===== config.mk =====
export PLATFORM = sky130hd
export DESIGN_NAME = rr_sel_arbiter
export DESIGN_NICKNAME = d
export VERILOG_FILES = /design/src/rtl/rr_sel_arbiter_pkg.sv /design/src/rtl/rr_pick8.sv /design/src/rtl/rr_sel_arbiter.sv
export SDC_FILE = /design/constraint.sdc
export NUM_CORES = 1
export LEC_CHECK = 0
export CORE_ASPECT_RATIO = 1.1
export CORE_MARGIN = 2
export CORE_UTILIZATION = 41
export DETAILED_ROUTE_END_ITERATION = 8
export GPL_TIMING_DRIVEN = 0
export SLEW_MARGIN = 20
export SYNTH_ARGS = -nofsm -noshare
export SYNTH_HDL_FRONTEND = slang
export SYNTH_SLANG_ARGS = --single-unit

===== constraint.sdc =====
create_clock -name clk -period 6.5 [get_ports clk]
set_clock_uncertainty 0.15 [all_clocks]
set_input_delay 0.975 -clock clk [delete_from_list [all_inputs] [get_ports clk]]
set_output_delay 0.975 -clock clk [all_outputs]
set_load 0.02 [all_outputs]

===== src/rtl/rr_sel_arbiter_pkg.sv =====
// Shared types and constants for the 8-way round-robin select arbiter.
// Holds the FSM state encoding and the requester/index widths.
package rr_sel_arbiter_pkg;

    localparam int NUM_REQ = 8;
    localparam int IDX_W   = 3;

    typedef enum logic {
        IDLE = 1'b0,
        BUSY = 1'b1
    } state_t;

endpackage


===== src/rtl/rr_pick8.sv =====
// Combinational round-robin picker: first set request scanning circularly from ptr.
// Rotates req so ptr lands on bit 0, priority-encodes, then adds ptr back mod 8.
module rr_pick8
    import rr_sel_arbiter_pkg::*;
(
    input  logic [NUM_REQ-1:0] req,
    input  logic [IDX_W-1:0]   ptr,
    output logic               found,
    output logic [IDX_W-1:0]   idx
);

    logic [2*NUM_REQ-1:0] dbl;
    logic [2*NUM_REQ-1:0] dbl_shift;
    logic [NUM_REQ-1:0]   rot;
    logic [IDX_W-1:0]     off;

    always_comb begin
        dbl       = {req, req};
        dbl_shift = dbl >> ptr;
        // rot[k] is req[(ptr + k) mod 8]
        rot       = dbl_shift[NUM_REQ-1:0];
        off       = '0;
        for (int k = NUM_REQ - 1; k >= 0; k--) begin
            if (rot[k]) begin
                off = IDX_W'(k);
            end
        end
        found = |req;
        idx   = ptr + off;
    end

endmodule


===== src/rtl/rr_sel_arbiter.sv =====
// Round-robin arbiter driving a registered 3-bit select into a 3-to-8 decoder.
// A grant is held until done, request drop, or MAX_HOLD cycles have elapsed.
module rr_sel_arbiter
    import rr_sel_arbiter_pkg::*;
#(
    parameter int MAX_HOLD = 16,
    parameter int CNT_W    = 8
) (
    input  logic               clk,
    input  logic               rst_n,
    input  logic [NUM_REQ-1:0] req,
    input  logic               done,
    output logic               sel_a,
    output logic               sel_b,
    output logic               sel_c,
    output logic               grant_valid,
    output logic               timeout
);

    localparam logic [CNT_W-1:0] HOLD_LAST = CNT_W'(MAX_HOLD - 1);

    state_t             state_q, state_d;
    logic [IDX_W-1:0]   idx_q, idx_d;
    logic [IDX_W-1:0]   ptr_q, ptr_d;
    logic [CNT_W-1:0]   cnt_q, cnt_d;
    logic               gv_q, gv_d;
    logic               to_q, to_d;

    logic               pick_found;
    logic [IDX_W-1:0]   pick_idx;
    logic               rel_done, rel_drop, rel_hold, release_now;

    rr_pick8 u_pick (
        .req   (req),
        .ptr   (ptr_q),
        .found (pick_found),
        .idx   (pick_idx)
    );

    always_comb begin
        state_d     = state_q;
        idx_d       = idx_q;
        ptr_d       = ptr_q;
        cnt_d       = cnt_q;
        gv_d        = gv_q;
        to_d        = 1'b0;
        rel_done    = done;
        rel_drop    = !req[idx_q];
        rel_hold    = (cnt_q == HOLD_LAST);
        release_now = rel_done || rel_drop || rel_hold;

        case (state_q)
            IDLE: begin
                gv_d = 1'b0;
                if (pick_found) begin
                    state_d = BUSY;
                    idx_d   = pick_idx;
                    gv_d    = 1'b1;
                    cnt_d   = '0;
                end
            end
            BUSY: begin
                if (release_now) begin
                    state_d = IDLE;
                    gv_d    = 1'b0;
                    ptr_d   = idx_q + IDX_W'(1);
                    // Only a pure hold expiry counts as a forced release
                    to_d    = !rel_done && !rel_drop;
                end else if (cnt_q != HOLD_LAST) begin
                    cnt_d = cnt_q + CNT_W'(1);
                end
            end
            default: begin
                state_d = IDLE;
                gv_d    = 1'b0;
            end
        endcase
    end

    always_ff @(posedge clk or negedge rst_n) begin
        if (!rst_n) begin
            state_q <= IDLE;
            idx_q   <= '0;
            ptr_q   <= '0;
            cnt_q   <= '0;
            gv_q    <= 1'b0;
            to_q    <= 1'b0;
        end else begin
            state_q <= state_d;
            idx_q   <= idx_d;
            ptr_q   <= ptr_d;
            cnt_q   <= cnt_d;
            gv_q    <= gv_d;
            to_q    <= to_d;
        end
    end

    assign sel_a       = idx_q[2];
    assign sel_b       = idx_q[1];
    assign sel_c       = idx_q[0];
    assign grant_valid = gv_q;
    assign timeout     = to_q;

endmodule


==> results.cfg <==
[status]
status = completed

[logic_synthesis]
syn_inst = 150
synthTopCellsByCount = dfrtp_1 (17), nand2_1 (13), nand3_1 (12)
syn_area_mm2 = 0.001448
synth-simple-area-share_pct = 20.74
ys.flop_type = dfrtp_1
synth.distinct_cells = 52
ys_seq_area_share_pct = 29.39
synth_mux_area_share_pct = 20.92
synth.most_common_cell = dfrtp_1
ys.warnings.count = 0
synth_top_family_by_area = multiplexers
ys_top_cells_by_area = dfrtp_1 (29%), mux2i_1 (6.9%), mux4_2 (6.2%)
synth_top_area_share_pct = 29.39
synth_fp_nets = 165
synthArstFlopShare_pct = 100.0
synthXorXnorAreaFrac_pct = 2.420
ys_ff_latch = 17
yosys.area_share.adder_pct = 4.667
synth_edf_count = 0
synth_compound_area_share_pct = 18.06
yosys.area.top_type = dfrtp_1
synth.avg_cell_area_um2 = 9.651

[critical_path]
crit_fanout = 8
worstPathBufferInverterCount = 2
r2r-end = idx_q[2]$_DFFE_PN0P_
reg2reg_depth = 11
startpoint_type = input pin
crit_family = compound AO/OA/AOI/OAI gates
crit_path_end_kind = flop
crit_path_cell_trace = clkdlybuf4s50_1, mux2_2, mux2_2, a221oi_1, a221oi_1, a21oi_1, ha_1, inv_1, fa_1, nand2b_1, o211ai_1
worst-r2r-setup-slack_ns = 3.52
cpPeakStageDelay_ns = 0.56
cp_slowest_cell = clkdlybuf4s50_1
cp.required_ns = 6.56
path_class = input pin to flop
reg2reg_from = ptr_q[0]$_DFFE_PN0P_
arrival_ns = 3.68

[min_path]
min_from = cnt_q[7]$_DFFE_PN0P_
holdPathEnd = cnt_q[7]$_DFFE_PN0P_
hold_path_depth = 1
hold_path_class = flop to flop

[global_routing]
grt_pass1_wl_um = 5685
overflow = 0
antenna_found_initial = 0
grt_usage_pct = 18.56
grt_max_degree = 18
grt_pass1_vias = 1269

[clocking]
cts-root-buf = clkbuf_4
clkLatencyLatePin_ns = 0.29
htreeDepth = 1
postCtsHoldBufs = 0
cts_resized = 0
cts_max_path_buffers = 2
tritoncts = built
postCtsSetupBuffers = 0
cts_sinks = 17
clkTransAtPathRegs_ns = 0.10
cts_buffers = 3

[floorplan]
die_h_um = 66.32
rows = 22
ioPinCount = 16
dieWidth_um = 60.66
die-area_mm2 = 0.004023
coreArea_mm2 = 0.003358
initial_core_util_pct = 43.11

[power]
vdd_ir_drop_max_uv = 133.4
powerDensity_mw_per_mm2 = 401.8
p_leak_nw = 0.6687

[routing]
drc = 0
first_iter_violations = 87
drtAntennaViolNets = 0
vias = 1246
wl_per_cell_um = 15.09
wirelength_um = 3275
vias_per_cell = 5.742
detail_route.first_pass.iterations = 4

[placed_design]
place_inst = 213
gp_congestion = 0.8263
port_buffers = 15
dp_hpwl_um = 2502

[timing]
max-slew-margin-rel_pct = 49.68
fin_crit_sh_pct = 55.62
fmax_mhz = 276.6
min_period_ns = 3.616
fin_setup_tns_ns = 0
worst_pin_slew_ns = 0.7525
maxSlewViolCount = 0
setup_viol = 0
rsz0062_at_grt = no
finalHoldViolations = 0

[finish]
fin_util_pct = 50.15
syn_to_final_growth_pct = 16.34
fin_nets = 185
antenna_cells = 0
drive_above_1_share_pct = 14.79
layout.cells.non_filler = 217

[flow_run]
drv_cap = 0
[cells by family (layout without fill, tap and decap cells)]
family / after synthesis / count (layout)
compound gates: 35 / 35
xor+xnor: 4 / 4
flops: 17 / 17
buf+inv: 11 / 30
fa+ha+maj: 5 / 5
mux: 23 / 23
simple gates: 55 / 55
[layout by cell type, fill, tap and decap left out, types with 2 or more instances in the layout]
master	count
dfrtp_1	17
ha_1	3
buf_2	2
nor4_1	2
nor2_1	6
xnor2_1	2
o211ai_1	4
inv_1	6
mux2_2	6
mux2_1	2
clkbuf_4	3
a221oi_1	2
o31ai_1	3
clkbuf_1	2
mux2i_1	10
a21oi_1	6
o21ai_0	6
nand2b_1	5
nand3_1	12
clkdlybuf4s50_1	15
nor3_1	4
a2111oi_0	2
mux4_2	4
nand2_1	13
xor2_1	2
o21a_1	2
[sequential cells by signal, summed over array words and instances, names as in the netlist]
signal	flops
cnt_q	8
idx_q	3
grant_valid	1
timeout	1
state_q	1
ptr_q	3
[final cells by class]
class	count	area (um2)
clock buffers	4	26.28
fillers	326	1674
flip-flops and latches	17	425.4
inverters	6	22.52
plain buffers	5	32.53
repair buffers	15	150.1
multi-input cells	122	967.2
well taps	48	60.06
[through the flow]
step | cell area, um2 | hold WS, ns | setup WS, ns | power, mW
after detailed placement | 1658 | 0.3381 | 2.562 | 0.6239
after global placement | 1658 | 0.3377 | 2.639 | 0.6179
after floorplan | 1448 | 0.3224 | 3.471 | 0.5102
final | 1684 | 0.3528 | 2.884 | 0.6766
after global routing | 1684 | 0.3911 | 2.638 | 0.7451
after CTS | 1684 | 0.3589 | 2.864 | 0.6826
[how the worst max path moves through the flow]
stage,start,to,depth (start not counted),slack [ns]
2_1_floorplan,req[2],idx_q[2]$_DFFE_PN0P_,10,3.47
3_3_place_gp,req[1],idx_q[2]$_DFFE_PN0P_,11,2.64
3_5_place_dp,req[1],idx_q[2]$_DFFE_PN0P_,11,2.56
4_1_cts,req[1],idx_q[2]$_DFFE_PN0P_,11,2.86
5_1_grt,req[6],idx_q[1]$_DFFE_PN0P_,7,2.64
6_report,req[1],idx_q[2]$_DFFE_PN0P_,11,2.88
[metal layers]
layer | vias to the layer above | part of all wire, % | track usage [%]
li1 | 615 | - | -
met1 | 597 | 43 | 22.73
met2 | 27 | 51 | 32.26
met3 | 7 | 3.8 | 2.348
met4 | 0 | 2.0 | 7.337
met5 | - | 0 | 0
[power by group]
part           leakage, nW  internal, mW  total [mW]  switching [mW]
logic                0.434         0.211       0.442           0.231
registers            0.220         0.136       0.178          0.0416
clock network       0.0150        0.0239      0.0567          0.0328
total                0.669         0.371       0.677           0.305
Power figures use the tool's default switching activity.
